<file path="src/rtl/status_pkg.sv">
// Shared types and constants for the status writer: FSM state encoding,
// word width and the position of the finish flag inside a status word.
package status_pkg;

   localparam int WORD_W     = 32;
   localparam int GAP_W      = 8;
   localparam int FINISH_BIT = 0;

   typedef enum logic [1:0] {
      ST_IDLE     = 2'd0,
      ST_EMIT     = 2'd1,
      ST_WAIT     = 2'd2,
      ST_FINISHED = 2'd3
   } state_e;

   function automatic logic is_finish(input logic [WORD_W-1:0] word);
      return word[FINISH_BIT];
   endfunction

endpackage

</file>
<file path="src/rtl/status_fifo.sv">
// DEPTH x 32 circular buffer for status words. The caller never pushes
// when full or pops when empty; pointers wrap naturally at DEPTH (power of two).
module status_fifo
   import status_pkg::*;
#(
   parameter int DEPTH = 4
) (
   input  logic                    clock,
   input  logic                    reset_n,
   input  logic                    push,
   input  logic [WORD_W-1:0]       push_data,
   input  logic                    pop,
   output logic [WORD_W-1:0]       head,
   output logic [$clog2(DEPTH):0]  count,
   output logic                    empty,
   output logic                    full
);

   localparam int AW = $clog2(DEPTH);
   localparam int CW = AW + 1;

   logic [AW-1:0]     wr_ptr_q, wr_ptr_d;
   logic [AW-1:0]     rd_ptr_q, rd_ptr_d;
   logic [CW-1:0]     count_q, count_d;
   logic [WORD_W-1:0] mem_q [DEPTH];

   always_comb begin
      wr_ptr_d = wr_ptr_q;
      rd_ptr_d = rd_ptr_q;
      count_d  = count_q;
      if (push) begin
         wr_ptr_d = wr_ptr_q + AW'(1);
      end
      if (pop) begin
         rd_ptr_d = rd_ptr_q + AW'(1);
      end
      case ({push, pop})
         2'b10:   count_d = count_q + CW'(1);
         2'b01:   count_d = count_q - CW'(1);
         default: count_d = count_q;
      endcase
   end

   always_ff @(posedge clock or negedge reset_n) begin
      if (!reset_n) begin
         wr_ptr_q <= '0;
         rd_ptr_q <= '0;
         count_q  <= '0;
      end else begin
         wr_ptr_q <= wr_ptr_d;
         rd_ptr_q <= rd_ptr_d;
         count_q  <= count_d;
      end
   end

   // Storage needs no reset: an entry is only read after it has been written.
   always_ff @(posedge clock) begin
      if (push) begin
         mem_q[wr_ptr_q] <= push_data;
      end
   end

   assign head  = mem_q[rd_ptr_q];
   assign count = count_q;
   assign empty = (count_q == '0);
   assign full  = (count_q == CW'(DEPTH));

endmodule

</file>
<file path="src/rtl/status_writer.sv">
// Buffers status words and emits them one at a time with an optional idle gap;
// a word with the finish bit set ends emission and latches an exit code.
//
//   state       | meaning
//   ------------+------------------------------------------------------------
//   ST_IDLE     | buffer empty, waiting for a word
//   ST_EMIT     | pop head, pulse out_valid for one cycle
//   ST_WAIT     | gap down-counter running between emissions
//   ST_FINISHED | finish word emitted; no accepts, no emissions until reset
module status_writer
   import status_pkg::*;
#(
   parameter string FORMAT = "status=%d",
   parameter int    DEPTH  = 4,
   parameter int    GAP    = 0
) (
   input  logic              clock,
   input  logic              reset_n,
   input  logic              in_valid,
   output logic              in_ready,
   input  logic [WORD_W-1:0] in_data,
   output logic              out_valid,
   output logic [WORD_W-1:0] out_data,
   output logic              exit_valid,
   output logic [WORD_W-2:0] exit_code
);

   localparam int              CW    = $clog2(DEPTH) + 1;
   localparam logic [GAP_W-1:0] GAP_C = GAP_W'(GAP);

   state_e            state_q, state_d;
   logic [GAP_W-1:0]  gap_q, gap_d;
   logic              alive_q;
   logic [WORD_W-1:0] last_q, last_d;
   logic              exit_valid_q, exit_valid_d;
   logic [WORD_W-2:0] exit_code_q, exit_code_d;

   logic              push;
   logic              pop;
   logic              more_after_pop;
   logic [WORD_W-1:0] fifo_head;
   logic [CW-1:0]     fifo_count;
   logic              fifo_empty;
   logic              fifo_full;

   status_fifo #(
      .DEPTH(DEPTH)
   ) u_fifo (
      .clock     (clock),
      .reset_n   (reset_n),
      .push      (push),
      .push_data (in_data),
      .pop       (pop),
      .head      (fifo_head),
      .count     (fifo_count),
      .empty     (fifo_empty),
      .full      (fifo_full)
   );

   // alive_q keeps in_ready low during reset and for the first cycle after it.
   assign in_ready       = alive_q && !fifo_full && (state_q != ST_FINISHED);
   assign push           = in_valid && in_ready;
   assign pop            = (state_q == ST_EMIT);
   assign more_after_pop = (fifo_count > CW'(1)) || push;

   always_ff @(posedge clock or negedge reset_n) begin
      if (!reset_n) begin
         state_q      <= ST_IDLE;
         gap_q        <= '0;
         alive_q      <= 1'b0;
         last_q       <= '0;
         exit_valid_q <= 1'b0;
         exit_code_q  <= '0;
      end else begin
         state_q      <= state_d;
         gap_q        <= gap_d;
         alive_q      <= 1'b1;
         last_q       <= last_d;
         exit_valid_q <= exit_valid_d;
         exit_code_q  <= exit_code_d;
      end
   end

   always_comb begin
      state_d = state_q;
      gap_d   = gap_q;
      case (state_q)
         ST_IDLE: begin
            if (!fifo_empty) begin
               state_d = ST_EMIT;
            end
         end
         ST_EMIT: begin
            if (is_finish(fifo_head)) begin
               state_d = ST_FINISHED;
            end else if (GAP > 0) begin
               state_d = ST_WAIT;
               gap_d   = GAP_C;
            end else if (more_after_pop) begin
               state_d = ST_EMIT;
            end else begin
               state_d = ST_IDLE;
            end
         end
         ST_WAIT: begin
            // GAP cycles in WAIT: leave on the cycle the counter reaches zero.
            gap_d = gap_q - GAP_W'(1);
            if (gap_d == '0) begin
               state_d = fifo_empty ? ST_IDLE : ST_EMIT;
            end
         end
         ST_FINISHED: begin
            state_d = ST_FINISHED;
         end
         default: begin
            state_d = ST_IDLE;
         end
      endcase
   end

   always_comb begin
      out_valid    = pop;
      out_data     = pop ? fifo_head : last_q;
      last_d       = out_data;
      exit_valid_d = exit_valid_q;
      exit_code_d  = exit_code_q;
      if (pop && is_finish(fifo_head)) begin
         exit_valid_d = 1'b1;
         exit_code_d  = fifo_head[WORD_W-1:1];
      end
   end

   assign exit_valid = exit_valid_q;
   assign exit_code  = exit_code_q;

`ifndef SYNTHESIS
   always @(posedge clock) begin
      if (reset_n && out_valid) begin
         $display("%s", $sformatf(FORMAT, out_data));
      end
   end
`endif

endmodule

</file>
<file path="config.mk">
export PLATFORM = sky130hd
export DESIGN_NAME = status_writer
export DESIGN_NICKNAME = d
export VERILOG_FILES = /design/src/rtl/status_pkg.sv /design/src/rtl/status_fifo.sv /design/src/rtl/status_writer.sv
export SDC_FILE = /design/constraint.sdc
export NUM_CORES = 1
export LEC_CHECK = 0
export BUFFER_PORTS_ARGS = -buffer_cell sky130_fd_sc_hd__buf_2
export CORE_UTILIZATION = 60
export CTS_BUF_LIST = sky130_fd_sc_hd__clkbuf_2
export DETAILED_ROUTE_END_ITERATION = 12
export PLACE_DENSITY_LB_ADDON = 0.2
export SETUP_SLACK_MARGIN = 0.3
export SKIP_CTS_REPAIR_TIMING = 1
export SYNTH_ARGS = -nofsm -noshare
export SYNTH_HDL_FRONTEND = slang
export SYNTH_SLANG_ARGS = --single-unit
</file>
<file path="constraint.sdc">
create_clock -name clock -period 3.67 [get_ports clock]
set_clock_uncertainty 0.2 [all_clocks]
set_input_delay 0.1835 -clock clock [delete_from_list [all_inputs] [get_ports clock]]
set_output_delay 0.1835 -clock clock [all_outputs]
set_load 0.01 [all_outputs]
</file>
==> results of run 1 <==
synthesized netlist by cell type, types with 4 or more instances:
library cell  number
mux2_2            34
nand2_1            8
mux4_2            32
edfxtp_1         128
mux2_4            28
xor2_1             4
inv_1              9
clkbuf_1           4
and2_1             4
dfrtp_1           82
xnor2_1           10
ha_1              11
o21ai_0            7
nor2_1             4
buf_2              8
cell families (layout without fill, tap and decap cells):
family | after synthesis | in the layout | synth area share (%)
muxes | 95 | 95 | 18.9
other | 1 | 2 | 0.0462
AOI/OAI and AO/OA | 9 | 9 | 0.663
adders and majority gates | 11 | 11 | 1.70
DFF | 210 | 210 | 72.7
buffers and inverters | 25 | 275 | 1.97
xor gates and xnor gates | 14 | 14 | 1.51
and+or+nand+nor | 32 | 32 | 2.51
routing by layer:
metal / routed length [um] / global-route usage [%]
met3: 718 / 5.36
met4: 262 / 10.3
met5: 0 / 0
met2: 7320 / 34.9
met1: 6450 / 28.6
registers in the layout, summed over array words and instances, names as in the netlist:
signal           flops
alive_q              1
exit_code           31
exit_valid           1
gap_q                8
last_q              32
state_q              2
u_fifo.count         3
u_fifo.mem_q       128
u_fifo.rd_ptr_q      2
u_fifo.wr_ptr_q      2
worst max path at each step:
stage,start,endpoint,slack (ps),cells past startpoint
floorplan,u_fifo.count[0]$_DFFE_PN0P_,u_fifo.mem_q[0][0]$_DFFE_PP_,1110,6
global placement,u_fifo.count[0]$_DFFE_PN0P_,u_fifo.mem_q[1][25]$_DFFE_PP_,1220,5
detailed placement,u_fifo.count[0]$_DFFE_PN0P_,u_fifo.mem_q[1][24]$_DFFE_PP_,1100,5
CTS,state_q[1]$_DFFE_PN0P_,out_data[0],400,4
global route,state_q[0]$_DFFE_PN0P_,out_data[11],290,4
finish,state_q[1]$_DFFE_PN0P_,out_data[24],500,4
layout make-up:
cell class	instances	area share, %
antenna	1	0.0253
clock buffer	83	4.20
clock inverter	12	0.468
inverter	9	0.341
multi-input combinational	162	21.0
sequential	210	59.6
tap	176	2.22
timing repair buffer	171	12.2
power by group through the flow:
stage	Combinational, W	Clock [W]	Sequential, W
2_1_floorplan	0.00151	0	0.00344
3_3_place_gp	0.00219	0	0.00339
3_5_place_dp	0.00227	0	0.00343
4_1_cts	0.00228	0.00152	0.00338
5_1_grt	0.00251	0.00167	0.00344
6_report	0.00231	0.00148	0.00338
through the flow:
| stage | setup WS, ps | utilization, % | power [W] | hold WS, ps | cell area [um2] |
|---|---|---|---|---|---|
| floorplan | 1110 | - | 0.00495 | -312 | 8110 |
| global placement | 1220 | 66.3 | 0.00558 | 195 | 8750 |
| detailed placement | 1100 | 66.3 | 0.00569 | 204 | 8750 |
| CTS | 403 | 69.8 | 0.00719 | -653 | 9210 |
| global route | 291 | 75.1 | 0.00762 | 318 | 9900 |
| finish | 504 | 75.1 | 0.00717 | 298 | 9900 |
==> impl_results.md, run 1 <==
* Vias at around 4300
* Sequential-to-total area share from yosys stat at 72.7%
* Max Slew Vio Count at 0
* Yosys warnings at 0
* Syn avg cell area at a little over 20 um2
* Max Clock Freq at ~320 MHz
* Critical R2R Launch: u_fifo.count[0]$_DFFE_PN0P_
* Yosys reg bits at between 200 and 250
* Non-Filler Instances at a little over 800
* CTS max path bufs at 3
* Max-Cap Viols at 0
* Final setup fails at 0
* CP Max Fanout at 21
* NumNets Final at 652
* Hold Path Cell Cnt at 1
* Commonest non-fill, non-tap cells in the layout: 128 x edfxtp_1, 99 x buf_2, 83 x clkbuf_2, 80 x dfrtp_1, 68 x dlygate4sd3_1
* EDFF count, synth at around 130
* Die Y at 118 um
* Max-slew headroom at between 30% and 40%
* Via density per instance at between 5 and 6
* Syn_nets at roughly 440
* Most common cell after layout, fill and taps aside: edfxtp_1
* Combinational share of power at 32.2%
* Crit path kind: register to primary output
* TritonCTS Buffers at between 50 and 60
* Starting Density at between 60% and 70%
* Routed len/inst at 17.9 um
* R2r endpoint: u_fifo.mem_q[3][18]$_DFFE_PP_
* Hold Path End: exit_valid$_DFFE_PN0P_
* IO Count at slightly above 100
* Share of post-route cells with drive strength above 1 at 45.3%
* Hpwl dp at 8220 um
* CP Capture Type: primary output
* TNS Setup at 0 ps
* Cell taking the most area after synthesis: edfxtp_1
* # fillers at around 830
* Peak VDD IR at between 400 and 500 uV
* Drc violations at 0
* Crit path max-delay family: buffers and inverters
* R2R Setup Slk at between 1000 and 1500 ps
* Async set-or-reset flop fraction in the synthesized netlist at 39.0%
* Pwr Density at 724 mW/mm2
* DR iter-0 viols at around 110
* Total die area at 0.0140 mm2
* First-pass detailed-route iteration total at 5
* Yosys top cell area share at ~47%
* P_sw at between 0.002 and 0.0025 W
* Global-route wire length before repair at between 20000 and 25000 um
* Internal power at roughly 0.005 W
* Clock transition at path regs at about 100 ps
* Final WL at between 10000 and 15000 um
* Routed Antenna Nets at 0
* Switching Share at between 30% and 40%
* Slew at the pin with the worst max-slew slack at 1020 ps
* Post-synthesis cell count at between 300 and 400
* GRT overflow at 0
* Largest net degree at the start of global routing at 83
* RD Place Congestion at slightly above 0.7
* Root buffer cell: clkbuf_2
* Hold Path Class: register to register
* Width of the die at about 120 um
* # clock sinks at 210
* Final Hold Violating Endpoints at 0
* Placed cells at between 600 and 700
* RSZ-0062 raised after global routing: false
* Overall Global Routing Usage at between 20% and 30%
* Vias in the first global route at about 4500
* Area growth, synth to finish at 22.0%
* Row count at between 40 and 50
* Mapped cell area at around 0.0081 mm2
* Core Region at between 0.01 and 0.015 mm2
* Clock power share at around a fifth
* Yosys cell types at 32
* Sequential power share at between 40% and 50%
* HP Start: exit_valid$_DFFE_PN0P_
* Multi-input gate area at roughly 0.0021 mm2
* Leak at just over 4 nW
* Worst Path Required at between 3000 and 4000 ps
* Area contributors post-synth: edfxtp_1 47%, dfrtp_1 25%, mux4_2 8.9%, mux2_4 5.2%, mux2_2 4.7%
* Most used DFF post-synth: edfxtp_1
* H-tree depth at 2
* Skew-Pair Late Insertion Delay at roughly 780 ps
* Slowest-stage cell, CP: nor2b_4
* Port Buffer Count at 100
* Final min period at about 3200 ps
* Critical path startpoint category: register
* Register area at 0.00590 mm2
* CP cell instances: nor2b_4 -> buf_4 -> mux2_2 -> buf_2
* CTS tree: done
* Slowest stage delay, CP at 580 ps
* Post-route clock period utilization at between 80% and 90%
* Bufs and invs on worst path at 2
* Initial antenna violation count at 1
* R2R depth at 5
* Status: complete, no violations
* Worst Path Arrival at 2780 ps
Power figures use the tool's default switching activity.
==> run 2: changes to the inputs <==
Settings changed: PLACE_DENSITY_LB_ADDON 0.2 to 0.15.
==> impl_results.md, run 2 (synthesis gave the netlist of run 1 again) <==
* Combinational share of power at 30.8% (-1.4 points)
* Worst Path Required at 3290 ps (about the same)
* Vias at 4397 (+1.6%)
* Hold Path Class: primary input to asynchronous set/reset pin
* Max-Cap Viols at 0 (unchanged)
* TNS Setup at 0 ps (unchanged)
* Status: complete, no violations
* Leak at 4.12 nW (+1.0%)
* Port Buffer Count at 100 (unchanged)
* # clock sinks at 210 (unchanged)
* Core Region at 0.0132 mm2 (unchanged)
* Routed Antenna Nets at 0 (unchanged)
* H-tree depth at 2 (unchanged)
* GRT overflow at 0 (unchanged)
* TritonCTS Buffers at 52 (unchanged)
* Slowest stage delay, CP at 630 ps (+50 ps)
* Internal power at 0.00501 W (+2.4%)
* Pwr Density at 732 mW/mm2 (+1.1%)
* Crit path max-delay family: multiplexers
* RD Place Congestion at 0.725 (+1.1%)
* Initial antenna violation count at 2 (+1)
* Most common cell after layout, fill and taps aside: edfxtp_1
* Bufs and invs on worst path at 1 (-1)
* CTS tree: done
* Hpwl dp at 8650 um (+5.2%)
* Max reg flops at 128 (unchanged)
* First-pass detailed-route iteration total at 6 (+1)
* Max Clock Freq at 317 MHz (+0.30%)
* Commonest non-fill, non-tap cells in the layout: 128 x edfxtp_1, 99 x buf_2, 89 x clkbuf_2, 80 x dfrtp_1, 67 x dlygate4sd3_1
* Global-route wire length before repair at 22900 um (-1.1%)
* CP cell instances: mux4_2 -> nand2_8 -> o21ai_0 -> buf_2
* DR iter-0 viols at 204 (+82%)
* CP Max Fanout at 33 (+57%)
* Sequential power share at 47.4% (+0.3 points)
* Root buffer cell: clkbuf_2
* Switching Share at 31.5% (-0.30 points)
* Die Y at 118 um (unchanged)
* Share of post-route cells with drive strength above 1 at 46.8% (+1.6 points)
* Clock transition at path regs at 120 ps (+20 ps)
* Width of the die at 118 um (unchanged)
* DP Area at 0.00876 mm2 (+0.17%)
* Slowest-stage cell, CP: mux4_2
* CTS max path bufs at 3 (unchanged)
* Skew-Pair Late Insertion Delay at 800 ps (+20 ps)
* Final Hold Violating Endpoints at 0 (unchanged)
* Post-route cell area at 0.00998 mm2 (+0.78%)
* Max Slew Vio Count at 0 (unchanged)
* Crit path kind: register to primary output
* Slew at the pin with the worst max-slew slack at 899 ps (-120 ps)
* Top reg by flops: u_fifo.mem_q
* Multi-input gate area at 0.00208 mm2 (unchanged)
* Total die area at 0.0140 mm2 (unchanged)
* Row count at 42 (unchanged)
* Setup ws final at 513 ps (+9.32 ps)
* IO Count at 101 (unchanged)
* Max-slew headroom at 40.1% (+8.0 points)
* # fillers at 806 (-2.4%)
* Peak VDD IR at 450 uV (+5.5%)
* Vias in the first global route at 4487 (-1.3%)
* Post-route clock period utilization at 86.0% (-0.25 points)
* P_sw at 0.00230 W (+0.97%)
* Largest net degree at the start of global routing at 54 (-35%)
* CP Capture Type: primary output
* Area growth, synth to finish at 23.0%
* RSZ-0062 raised after global routing: false
* Critical path startpoint category: register
* Register area at 0.00590 mm2 (about the same)
* Clock power share at 21.8% (+1.1 points)
* Drc violations at 0 (unchanged)
* Hold Slack at 261 ps (-37.2 ps)
* Overall Global Routing Usage at 21.9% (about the same)
* Final setup fails at 0 (unchanged)
* Placed cells at 662 (+0.30%)
* NumNets Final at 654 (+0.31%)
* Worst Path Arrival at 2770 ps (about the same)
* Worst slack, placed at 1000 ps (-97.2 ps)
* Via density per instance at 5.32 (+1.2%)
* Final WL at 15100 um (+2.7%)
* Routed len/inst at 18.3 um (+2.3%)
* Non-Filler Instances at 827 (+0.36%)
* Final min period at 3160 ps (-9.32 ps)
* Starting Density at 61.5% (unchanged)
==> run 2: changes by cell type in the layout (fill, tap and decap cells not counted), moves of 2 or more <==
cell / change
clkinvlp_4: +2
clkinv_1: -8
buf_4: +2
clkbuf_2: +6
==> run 2: worst paths after layout <==
| path | startpoint | endpoint | slack, ps | cells after the start |
|---|---|---|---|---|
| setup / recovery | u_fifo.rd_ptr_q[0]$_DFFE_PN0P_ | out_data[0] | 510 | 4 |
| hold / removal | reset_n | exit_code[1]$_DFFE_PN0P_ | 260 | 4 |
| setup reg to reg | u_fifo.count[0]$_DFFE_PN0P_ | u_fifo.mem_q[3][15]$_DFFE_PP_ | 1080 | 5 |
| hold reg to reg | gap_q[7]$_DFFE_PN0P_ | gap_q[7]$_DFFE_PN0P_ | 260 | 1 |
| max in group asynchronous | reset_n | exit_code[16]$_DFFE_PN0P_ | 2560 | 4 |
| min in group clock | gap_q[7]$_DFFE_PN0P_ | gap_q[7]$_DFFE_PN0P_ | 260 | 1 |
==> run 2: metal layers <==
layer / track usage (%) / part of all wire [%] / up-vias / routed length, um
met3: 5.69 / 5.6 / 24 / 847
met4: 10.0 / 1.7 / 0 / 255
met1: 27.4 / 41 / 2262 / 6210
li1: - / - / 1975 / -
met5: 0 / 0 / - / 0
met2: 36.0 / 52 / 136 / 7830
==> run 2: power by group through the flow <==
stage / logic (W) / registers, W / clock network, W
after floorplan: 0.00151 / 0.00344 / 0
after global placement: 0.00214 / 0.00347 / 0
final: 0.00225 / 0.00346 / 0.00159
after detailed placement: 0.00221 / 0.00351 / 0
after CTS: 0.00222 / 0.00346 / 0.00164
after global routing: 0.00244 / 0.00353 / 0.00176
==> run 2: worst reg2reg max path, cell delays in order, from the launching register on <==
cell and delay [ps]:
dfrtp_1 440, inv_1 90, ha_1 220, nand2_1 80, and4_1 370, and2_2 790
==> run 2: final cells by class <==
type                            count  area share (%)
Antenna cell                        2          0.0502
Clock buffer                       89            4.46
Clock inverter                      6           0.564
Inverter                            9           0.339
Multi-Input combinational cell    162            20.8
Sequential cell                   210            59.1
Tap cell                          176            2.21
Timing Repair Buffer              173            12.4
==> run 2: stage by stage <==
step	power, W	util [%]
finish	0.00731	75.6
global route	0.00773	75.6
CTS	0.00732	70.2
detailed placement	0.00572	66.4
global placement	0.00561	66.4
floorplan	0.00495	-
